<file path="config.mk">
export PLATFORM = sky130hd
export DESIGN_NAME = aes_128_sub_bytes
export DESIGN_NICKNAME = d
export VERILOG_FILES = /design/src/rtl/aes_128_sub_bytes.sv
export SDC_FILE = /design/constraint.sdc
export NUM_CORES = 1
export LEC_CHECK = 0
export ABC_AREA = 1
export CAP_MARGIN = 20
export CORE_MARGIN = 1
export CORE_UTILIZATION = 51
export DETAILED_ROUTE_END_ITERATION = 12
export PLACE_DENSITY = 0.95
export SYNTH_ARGS = -nofsm -noshare
export SYNTH_HDL_FRONTEND = slang
export SYNTH_SLANG_ARGS = --single-unit
</file>
<file path="constraint.sdc">
create_clock -name clk -period 4.05 [get_ports clk]
set_input_delay 0.81 -clock clk [delete_from_list [all_inputs] [get_ports clk]]
set_output_delay 0.81 -clock clk [all_outputs]
set_load 0.01 [all_outputs]
</file>
<file path="src/rtl/aes_128_sub_bytes.sv">
// AES SubBytes engine: streams the 16 state bytes through a dual-port S-box
// table two at a time and reassembles the substituted state.
module aes_128_sub_bytes #(
    parameter int SBOX_LAT = 1
) (
    input  logic         clk,
    input  logic         kill_n,
    input  logic         in_valid,
    output logic         in_ready,
    input  logic [127:0] in_state,
    output logic         out_valid,
    input  logic         out_ready,
    output logic [127:0] out_state,
    output logic [7:0]   sbox_addra,
    output logic [7:0]   sbox_addrb,
    input  logic [7:0]   sbox_doa,
    input  logic [7:0]   sbox_dob,
    output logic         sbox_wea,
    output logic         sbox_web,
    output logic [7:0]   sbox_dia,
    output logic [7:0]   sbox_dib,
    output logic         sbox_kill
);

    typedef enum logic [1:0] {IDLE, LOOKUP, DRAIN, DONE} state_t;

    state_t                      state, state_nxt;
    logic [127:0]                st_q, res_q, st_sh;
    logic [2:0]                  cnt;
    logic [1:0]                  drain_cnt;
    logic [SBOX_LAT-1:0]         vld_pipe;
    logic [SBOX_LAT-1:0][2:0]    idx_pipe;
    logic                        issue;

    assign issue     = (state == LOOKUP);
    assign in_ready  = (state == IDLE);
    assign out_valid = (state == DONE);
    assign out_state = res_q;

    // The table is read-only from this block.
    assign sbox_wea  = 1'b0;
    assign sbox_web  = 1'b0;
    assign sbox_dia  = 8'h00;
    assign sbox_dib  = 8'h00;
    assign sbox_kill = ~kill_n;

    // Shift the state so byte pair cnt lands in the top 16 bits.
    assign st_sh = st_q << {cnt, 4'b0000};

    always_comb begin
        state_nxt  = state;
        sbox_addra = 8'h00;
        sbox_addrb = 8'h00;
        case (state)
            IDLE:   if (in_valid) state_nxt = LOOKUP;
            LOOKUP: begin
                sbox_addra = st_sh[127:120];
                sbox_addrb = st_sh[119:112];
                if (cnt == 3'd7) state_nxt = DRAIN;
            end
            DRAIN:  if (drain_cnt == 2'(SBOX_LAT - 1)) state_nxt = DONE;
            DONE:   if (out_ready) state_nxt = IDLE;
            default: state_nxt = IDLE;
        endcase
    end

    always_ff @(posedge clk) begin
        if (!kill_n) begin
            state     <= IDLE;
            st_q      <= '0;
            res_q     <= '0;
            cnt       <= '0;
            drain_cnt <= '0;
            vld_pipe  <= '0;
            idx_pipe  <= '0;
        end else begin
            state <= state_nxt;
            if (state == IDLE && in_valid) begin
                st_q <= in_state;
                cnt  <= '0;
            end else if (state == LOOKUP) begin
                cnt <= cnt + 3'd1;
            end
            drain_cnt <= (state == DRAIN) ? drain_cnt + 2'd1 : 2'd0;

            // Tag each issued pair so its read data is placed when it returns.
            vld_pipe[0] <= issue;
            idx_pipe[0] <= cnt;
            for (int s = 1; s < SBOX_LAT; s++) begin
                vld_pipe[s] <= vld_pipe[s-1];
                idx_pipe[s] <= idx_pipe[s-1];
            end

            if (vld_pipe[SBOX_LAT-1]) begin
                for (int i = 0; i < 8; i++) begin
                    if (idx_pipe[SBOX_LAT-1] == i[2:0]) begin
                        res_q[127-16*i -: 8] <= sbox_doa;
                        res_q[119-16*i -: 8] <= sbox_dob;
                    end
                end
            end
        end
    end

endmodule

</file>
Word level (Yosys, flattened, before mapping):

Cells that the tools add are included.

* flip-flop bits (word level): 267
* latch bits: 0
* memory bits (writable): 0
* ROM bits: 0
* input port bits: 148
* logic and storage cells: 55
* memories: 0

* $add $sub $neg: 2
* $mul: 0
* div/mod/pow operators: 0
* $lt $le $gt $ge: 0
* equality and inequality tests: 15
* shifts and indexed selects: 1
* muxes and demuxes: 7
* bitwise gates (word level): 1
* reduce and logical (&&, ||, !) cells: 15

Operators by type and width (count)
* $shl 128x7->128: 1
* $reduce_and 2->1: 9
* $mux 8: 2
* $eq 3x3->1 const B: 5
* $mux 2: 4
* $pmux 2 s4: 1
* $eq 3x2->1 const B: 2
* $eq 2x2->1 const B: 2
* $logic_not 2->1: 2
* $ne 2x1->1 const B: 2
* $ne 2x2->1 const B: 2
* $reduce_and 4->1: 1
* $add 3x1->3 const B: 1
* $eq 3x1->1 const B: 1
* $logic_not 3->1: 1
* $add 2x1->2 const B: 1
* $eq 2x1->1 const B: 1
* $reduce_or 2->1: 1
* $logic_and 1x1->1: 1
* $not 1->1: 1

Longest topological paths before layout:

Gate-level depths: netlist of run 1.

* depth in word-level cells: 3
* mapped depth: 9
* mapped depth without buffers: 9

Worst setup path before layout of run 1:

OpenSTA, ideal clock, no wires.

* path kind: input -> output
* from: input kill_n
* to: output sbox_kill
* arrival time: 1.327 ns
* required time: 3.240 ns
* path slack: 1.913 ns
* stages on the path: 3
* path through: buf_2 > clkbuf_1 > inv_1

* longest elaborated chain between the ends: 1

Ends and longest elaborated chain
* start, declared: line 7 `input logic kill_n,`
* $not 1->1 (no source line)
* end, declared: line 22 `output logic sbox_kill`

Every way passes these cells.

Worst setup path after layout of run 1:

* from: register cnt[0]
* to: output sbox_addra[6]

* longest elaborated chain between the ends: 2

Ends and longest elaborated chain
* start, declared: line 29 `logic [2:0] cnt;`
* start signal, assigned: line 82 `cnt <= cnt + 3'd1;`
* $shl 128x7->128: line 48 `assign st_sh = st_q << {cnt, 4'b0000};`
* $mux 8: line 54 `case (state)`
* end, declared: line 14 `output logic [7:0] sbox_addra,`

Every way passes these cells.

==> results of run 1 <==
[state kept, by name (all words and copies together) (netlist names)]
signal / flops
vld_pipe: 1
drain_cnt: 2
state: 2
cnt: 3
out_state: 128
idx_pipe: 3
st_q: 128
[final timing paths]
check | startpoint | end
worst max register to register | state[0] | st_q[5]
worst min-delay path | drain_cnt[0] | drain_cnt[0]
worst max-delay path | cnt[0] | sbox_addra[6]
worst min register to register | drain_cnt[0] | drain_cnt[0]
[cells by family (layout without fill, tap and decap cells)]
group / Yosys count / count (layout)
DFF: 267 / 267
adders and majority gates: 8 / 8
and+or+nand+nor: 573 / 573
other: 1 / 19
buffers and inverters: 277 / 507
AOI/OAI and AO/OA: 387 / 387
[where the power goes]
part           switching [mW]  internal, mW
combinational            1.38         0.775
clock                   0.971          1.44
sequential              0.129          3.02
[final cells by class]
| type | instances | share of cell area, % |
|---|---|---|
| repair buffers | 303 | 20.8 |
| clock buffers | 43 | 5.66 |
| inverters | 159 | 4.10 |
| multi-input cells | 986 | 30.2 |
| clock inverters | 2 | 0.240 |
| well taps | 270 | 2.32 |
| flip-flops and latches | 267 | 36.6 |
| diodes | 1 | 0.0172 |
[synthesized netlist by cell type (all sizes together)]
library cell and instances:
buf 53, nand2 192, conb 1, inv 158, clkinv 1, a21oi 131
dfxtp 267, nor2 301, o21ai 256, nand3 80, clkbuf 65, ha 8
[cell usage in the layout, fill, tap and decap left out, drive strengths merged]
cell / netlist / layout
inv: 158 / 158
bufinv: 0 / 1
nand3: 80 / 80
conb: 1 / 18
clkbuf: 65 / 43
nor2: 301 / 301
nand2: 192 / 192
a21oi: 131 / 131
buf: 53 / 10
o21ai: 256 / 256
ha: 8 / 8
diode: 0 / 1
clkdlybuf4s50: 0 / 293
clkinv: 1 / 2
dfxtp: 267 / 267
[routing by layer]
metal | vias up | part of all wire (%) | GRT usage (%)
met4 | 0 | 6.0 | 17.5
met2 | 597 | 47 | 50.4
met1 | 5037 | 39 | 38.4
met5 | - | 0 | 0
met3 | 125 | 8.6 | 4.14
li1 | 5219 | - | -
==> metrics.txt, run 1 <==
outcome=complete, no violations; Gate Count Post-Synth=1,513; post-synthesis cell type count=18; H-tree depth reported by CTS=1; Root Driver=clkbuf_16; final instance area=14,600 sq um; Area after DPL=13,700 sq um; final std cells w/o fill=2,031; antenna violations before repair=1; Routed WL=34,100 microns; setup slack at placement=1180 ps; worst-margin pin slew=1050 ps; DR pass1 iterations=5; hpwl dp=23,800 microns; global-route wire length before repair=53,000 microns; Hold Violations, Final=0; Setup Total Neg Slack=0 ps; mean number of vias per cell=5.41; final period utilization=86.5%; Die Area=21,800 sq um; register area=5350 sq um; worst reg2reg path depth=6; row cnt=52; die width=148 microns; RSZ-0062 raised after global routing=false; CP startpoint kind=register; Synth area leaders=dfxtp_1 49%, o21ai_0 11%, nor2_1 10%, nand2_1 6.4%, a21oi_1 6.0%; Max Cap Violations=0; TritonCTS Buffers=26; GR Overflow Total=0; Clock Skews=10.7 ps; Req. time, crit path=3240 ps; mapped cell area=10,800 sq um; total global-route track usage=30.6%; final setup vio count=0; vias in the first global route=10,200; GPL Wtd Cong=0.928; CP top delay family=buffers and inverters; CP endpoint kind=output port; Final ANT Viol Nets=0; Die H=148 microns; vias=11,000; final worst setup slack=548 ps; pin count of the biggest net entering global routing=257; Seq/Total Area, Yosys=49.3%; Synth Area per Inst=7.16 sq um; hold bufs inserted after CTS=0; synthesized flop and latch total=267; Post-Synth Simple-Gate Area=21.2%; area growth from synthesis to layout=34.6%; placed cell count=1,985; largest family of logic cells by synthesized area=simple AND/OR/NAND/NOR gates; HP Class=reg2reg; Slowest Stage Delay on Critical Path=750 ps; flop2flop setup slack=1790 ps; Port Buf Inserts=294; CTS clk-pin slew, worst paths=60 ps; Filler Cells Inserted=1,533; post-synthesis adder-cell area fraction=0.924%; leakage=5.92 nW; TritonCTS clock tree=built; clock sinks=267; Hold Path Cell Cnt=1; FMAX=286 MHz; drc violations=0; Critical Path Stages=7; Post-CTS Setup Bufs=0; clock buffer depth=3; Yosys top cell area share=49.3%; Compound-Gate Fraction of Synth Area=17.9%; XOR/XNOR share of the synthesized area=0%; WHS=416 ps; Nets=1,899; Yosys top cell by area=dfxtp_1; Clk Latency, worst-skew pair=530 ps; multiplexer area fraction after synthesis=0%; Max Transition Viols Final=0; Initial DRC Count=852; Critical Path AT=2690 ps; Pwr Total=7.72 mW; Tmin final=3500 ps; Ys Warns=0; Core ar.=20,600 sq um; Worst Path Buf+Inv=2; VDD IR max=0.349 mV; starting density of the core=52.7%; multi-input logic area=4410 sq um; WS Path Type=reg2out; post_cts resized=0; Post-Route Utilization=71.0%; cell area power density=529 nW/um^2; peak fanout along the critical path=65; Relative slew margins=29.6%; routed length per instance=16.8 microns; IO Pins=313; worst path cell trace=inv_2 -> nand2_1 -> nand3_1 -> nand3_1 -> nand2_1 -> nor2_1 -> clkdlybuf4s50_1; share of cells above drive strength 1=3.98%; Crit-path slowest cell=inv_2
Power figures use the tool's default switching activity.
==> inputs of run 2 (changes only) <==
--- a/config.mk
+++ b/config.mk
@@ -7,8 +7,10 @@
 export LEC_CHECK = 0
 export ABC_AREA = 1
 export CAP_MARGIN = 20
+export CELL_PAD_IN_SITES_DETAIL_PLACEMENT = 0
+export CELL_PAD_IN_SITES_GLOBAL_PLACEMENT = 1
 export CORE_MARGIN = 1
-export CORE_UTILIZATION = 51
+export CORE_UTILIZATION = 36
 export DETAILED_ROUTE_END_ITERATION = 12
 export PLACE_DENSITY = 0.95
 export SYNTH_ARGS = -nofsm -noshare
==> metrics.txt, run 2 (synthesized netlist as in run 1, its figures left out) <==
DR pass1 iterations=5; FMAX=282 MHz; clock sinks=267; worst-margin pin slew=829 ps; share of cells above drive strength 1=4.52%; Hold Path Cell Cnt=1; Max Transition Viols Final=0; Pwr Total=7.95 mW; cell internal pwr=5.35 mW; H-tree depth reported by CTS=1; row cnt=63; Slowest Stage Delay on Critical Path=480 ps; HP Class=reg2reg; global route hottest layer=met2; Die H=176 microns; IO Pins=313; Worst Path Buf+Inv=3; GR Util met1=27.7%; Routed WL=34,400 microns; worst path cell trace=inv_2 -> buf_4 -> nand2_1 -> nand3_1 -> nand2_1 -> nor2_1 -> nor2_1 -> clkdlybuf4s50_1; Post-CTS Setup Bufs=0; area growth from synthesis to layout=37.1%; drc violations=0; mean number of vias per cell=4.87; Die Area=30,800 sq um; Initial DRC Count=844; Max Cap Violations=0; TritonCTS clock tree=built; Nets=1,904; Tmin final=3540 ps; RSZ-0062 raised after global routing=false; Relative slew margins=44.7%; WS Path Type=reg2out; Flop pwr share=39.5%; most common cell after layout, fill and taps aside=nor2_1; final setup vio count=0; CP top delay family=buffers and inverters; Sw Ratio=32.7%; TritonCTS Buffers=29; met3 Track Usage GR=3.64%; Hold Violations, Final=0; peak fanout along the critical path=31; global-route wire length before repair=52,200 microns; routed length per instance=15.9 microns; Critical Path Stages=8; GR Overflow Total=0; CP startpoint kind=register; pin count of the biggest net entering global routing=231; VDD IR max=0.458 mV; Port Buf Inserts=294; vias in the first global route=9,629; Clk Latency, worst-skew pair=560 ps; Critical Path AT=2730 ps; Req. time, crit path=3240 ps; vias=10,500; die width=176 microns; CTS clk-pin slew, worst paths=60 ps; met2 Usage GRT=35.7%; Core ar.=29,600 sq um; outcome=complete, no violations; worst reg2reg path depth=6; Root Driver=clkbuf_16; hold bufs inserted after CTS=0; power share of the clock group=33.2%; hpwl dp=24,200 microns; post_cts resized=0; total global-route track usage=21.5%; Clock Skews=14.7 ps; cell area power density=535 nW/um^2; GPL Wtd Cong=0.868; commonest cells after routing, fill and taps aside=298 x nor2_1, 293 x clkdlybuf4s50_1, 266 x dfxtp_1; Gate power share=27.3%; Switching Power=2.60 mW; Final ANT Viol Nets=0; Filler Cells Inserted=2,901; clock buffer depth=3; CP endpoint kind=output port; leakage=5.98 nW; Setup Total Neg Slack=0 ps; starting density of the core=36.6%; antenna violations before repair=1; Crit-path slowest cell=clkdlybuf4s50_1; final period utilization=87.4%
[run 2: cell type report]
class	instances	area, sq um	area share [%]
inverters	159	598	4.03
diodes	1	2.50	0.0168
multi-input cells	986	4410	29.7
flip-flops and latches	267	5350	36.0
repair buffers	305	3060	20.6
well taps	390	488	3.28
clock inverters	12	130	0.876
clock buffers	41	821	5.53
[run 2: final timing paths]
path                     start             to  slack, ps
hold / removal    drain_cnt[0]   drain_cnt[0]        410
hold reg to reg   drain_cnt[0]   drain_cnt[0]        410
setup / recovery        cnt[0]  sbox_addrb[3]        510
setup reg to reg      state[0]       st_q[40]       1880
[run 2: power by group through the flow]
stage / Combinational, mW / Clock (mW) / Sequential, mW
2_1_floorplan: 1.37 / 0 / 3.19
3_3_place_gp: 2.12 / 0 / 3.18
3_5_place_dp: 2.15 / 0 / 3.20
4_1_cts: 2.16 / 2.68 / 3.14
5_1_grt: 2.41 / 2.79 / 3.18
6_report: 2.17 / 2.64 / 3.14
[run 2: layer usage]
metal  part of all wire (%)  routed length [microns]  up-vias
li1                       -                        -     5233
met1                     43                    14600     4800
met2                     46                    15900      423
met3                    7.6                     2600       66
met4                    3.6                     1240        0
met5                      0                        0        -
[run 2: metrics by stage]
step | instance area, sq um | setup WS (ps) | cells | hold WS (ps) | utilization [%]
6_report | 14900 | 509 | 2161 | 412 | 50.1
5_1_grt | 14900 | 401 | 2161 | 440 | 50.1
4_1_cts | 14900 | 540 | 2160 | 421 | 50.1
3_5_place_dp | 13900 | 1160 | 2107 | 412 | 46.9
3_3_place_gp | 13900 | 1140 | 2107 | 399 | 46.9
2_1_floorplan | 10900 | 1910 | 1530 | 391 | -
[run 2: worst register-to-register path, delay by kind of cell (launching register included)]
family | cells | cell delay, ps
buffers and inverters | 2 | 600
and+or+nand+nor | 1 | 550
DFF | 1 | 380
AOI/OAI and AO/OA | 2 | 320
adders and majority gates | 1 | 260
==> inputs of run 3 (changes only) <==
==> constraint.sdc (replaced) <==
create_clock -name clk -period 4.05 [get_ports clk]
set_input_delay 0.6075 -clock clk [delete_from_list [all_inputs] [get_ports clk]]
set_output_delay 0.6075 -clock clk [all_outputs]
set_load 0.01 [all_outputs]
==> metrics.txt, run 3 (synthesized netlist as in run 1, its figures left out) <==
FMAX=304 MHz; Initial DRC Count=753; CP endpoint kind=output port; VDD IR max=0.387 mV; Port Buf Inserts=294; setup slack at placement=1330 ps; worst path cell trace=inv_1 -> ha_1 -> nand2_1 -> nor2_1 -> clkdlybuf4s50_1; Die Area=30,800 sq um; hold bufs inserted after CTS=0; TritonCTS clock tree=built; H-tree depth reported by CTS=1; pin count of the biggest net entering global routing=188; Clk Latency, worst-skew pair=540 ps; Max Transition Viols Final=0; Critical Path AT=2680 ps; die width=176 microns; outcome=complete, no violations; Final ANT Viol Nets=0; starting density of the core=36.6%; TritonCTS Buffers=29; total global-route track usage=22.0%; Req. time, crit path=3440 ps; WS Path Type=reg2out; GR Overflow Total=0; area growth from synthesis to layout=36.4%; GPL Wtd Cong=0.894; Post-CTS Setup Bufs=0; Worst Path Buf+Inv=2; Pwr Total=7.80 mW; Area after DPL=13,900 sq um; CP top delay family=adder cells; placed cell count=2,106; Max Cap Violations=0; Relative slew margins=31.2%; Antenna Cells=0; Routed WL=34,500 microns; Die H=176 microns; leakage=5.94 nW; Slowest Stage Delay on Critical Path=740 ps; HP Class=reg2reg; Crit-path slowest cell=ha_1; drc violations=0; antenna violations before repair=0; peak fanout along the critical path=22; row cnt=63; post_cts resized=0; most common cell after layout, fill and taps aside=nor2_1; RSZ-0062 raised after global routing=false; cell area power density=528 nW/um^2; hpwl dp=24,800 microns; Post-Route Utilization=49.9%; Clock Skews=7.30 ps; CTS clk-pin slew, worst paths=60 ps; final setup vio count=0; routed length per instance=16.0 microns; vias=10,500; Tmin final=3290 ps; IO Pins=313; global-route wire length before repair=53,600 microns; Root Driver=clkbuf_16; Hold Violations, Final=0; final instance area=14,800 sq um; Nets=1,903; Setup Total Neg Slack=0 ps; clock buffer depth=3; commonest cells after routing, fill and taps aside=298 x nor2_1, 293 x clkdlybuf4s50_1, 266 x dfxtp_1; CP startpoint kind=register; final worst setup slack=763 ps; vias in the first global route=10,000; Core ar.=29,600 sq um; worst-margin pin slew=1030 ps; share of cells above drive strength 1=4.19%; final std cells w/o fill=2,156; DR pass1 iterations=5; final period utilization=81.2%; clock sinks=267; mean number of vias per cell=4.85; WHS=408 ps
-- run 3: cell types whose count changed in the layout (fill, tap and decap cells not counted) --
cell,previous run,this run
buf_12,3,2
bufinv_16,2,1
clkbuf_1,7,9
clkinv_2,8,4
clkinvlp_4,2,1
diode_2,1,0
inv_16,1,0
inv_6,0,2
-- run 3: path summary, 6_finish.rpt --
path	slack [ps]	end	depth (start not counted)	from
setup / recovery	760	sbox_addrb[1]	5	state[1]
hold / removal	410	drain_cnt[0]	1	drain_cnt[0]
setup reg to reg	1730	cnt[0]	6	state[0]
hold reg to reg	410	drain_cnt[0]	1	drain_cnt[0]
-- run 3: layout make-up --
class / instances / area (sq um)
clock buffer: 43 / 828
timing repair buffer: 304 / 3040
inverter: 159 / 598
sequential: 267 / 5350
tap: 390 / 488
multi-input combinational: 986 / 4410
clock inverter: 7 / 70.1
fill: 2933 / 14900
-- run 3: report_power, final --
part	total [mW]	switching [mW]	internal, mW
registers	3.14	0.121	3.02
logic	2.16	1.38	0.775
clock network	2.50	1.04	1.47
-- run 3: layer usage --
layer,track usage [%],wire (microns)
met3,4.22,2360
met5,0,0
met1,27.7,14700
met4,9.89,1590
met2,36.2,15900
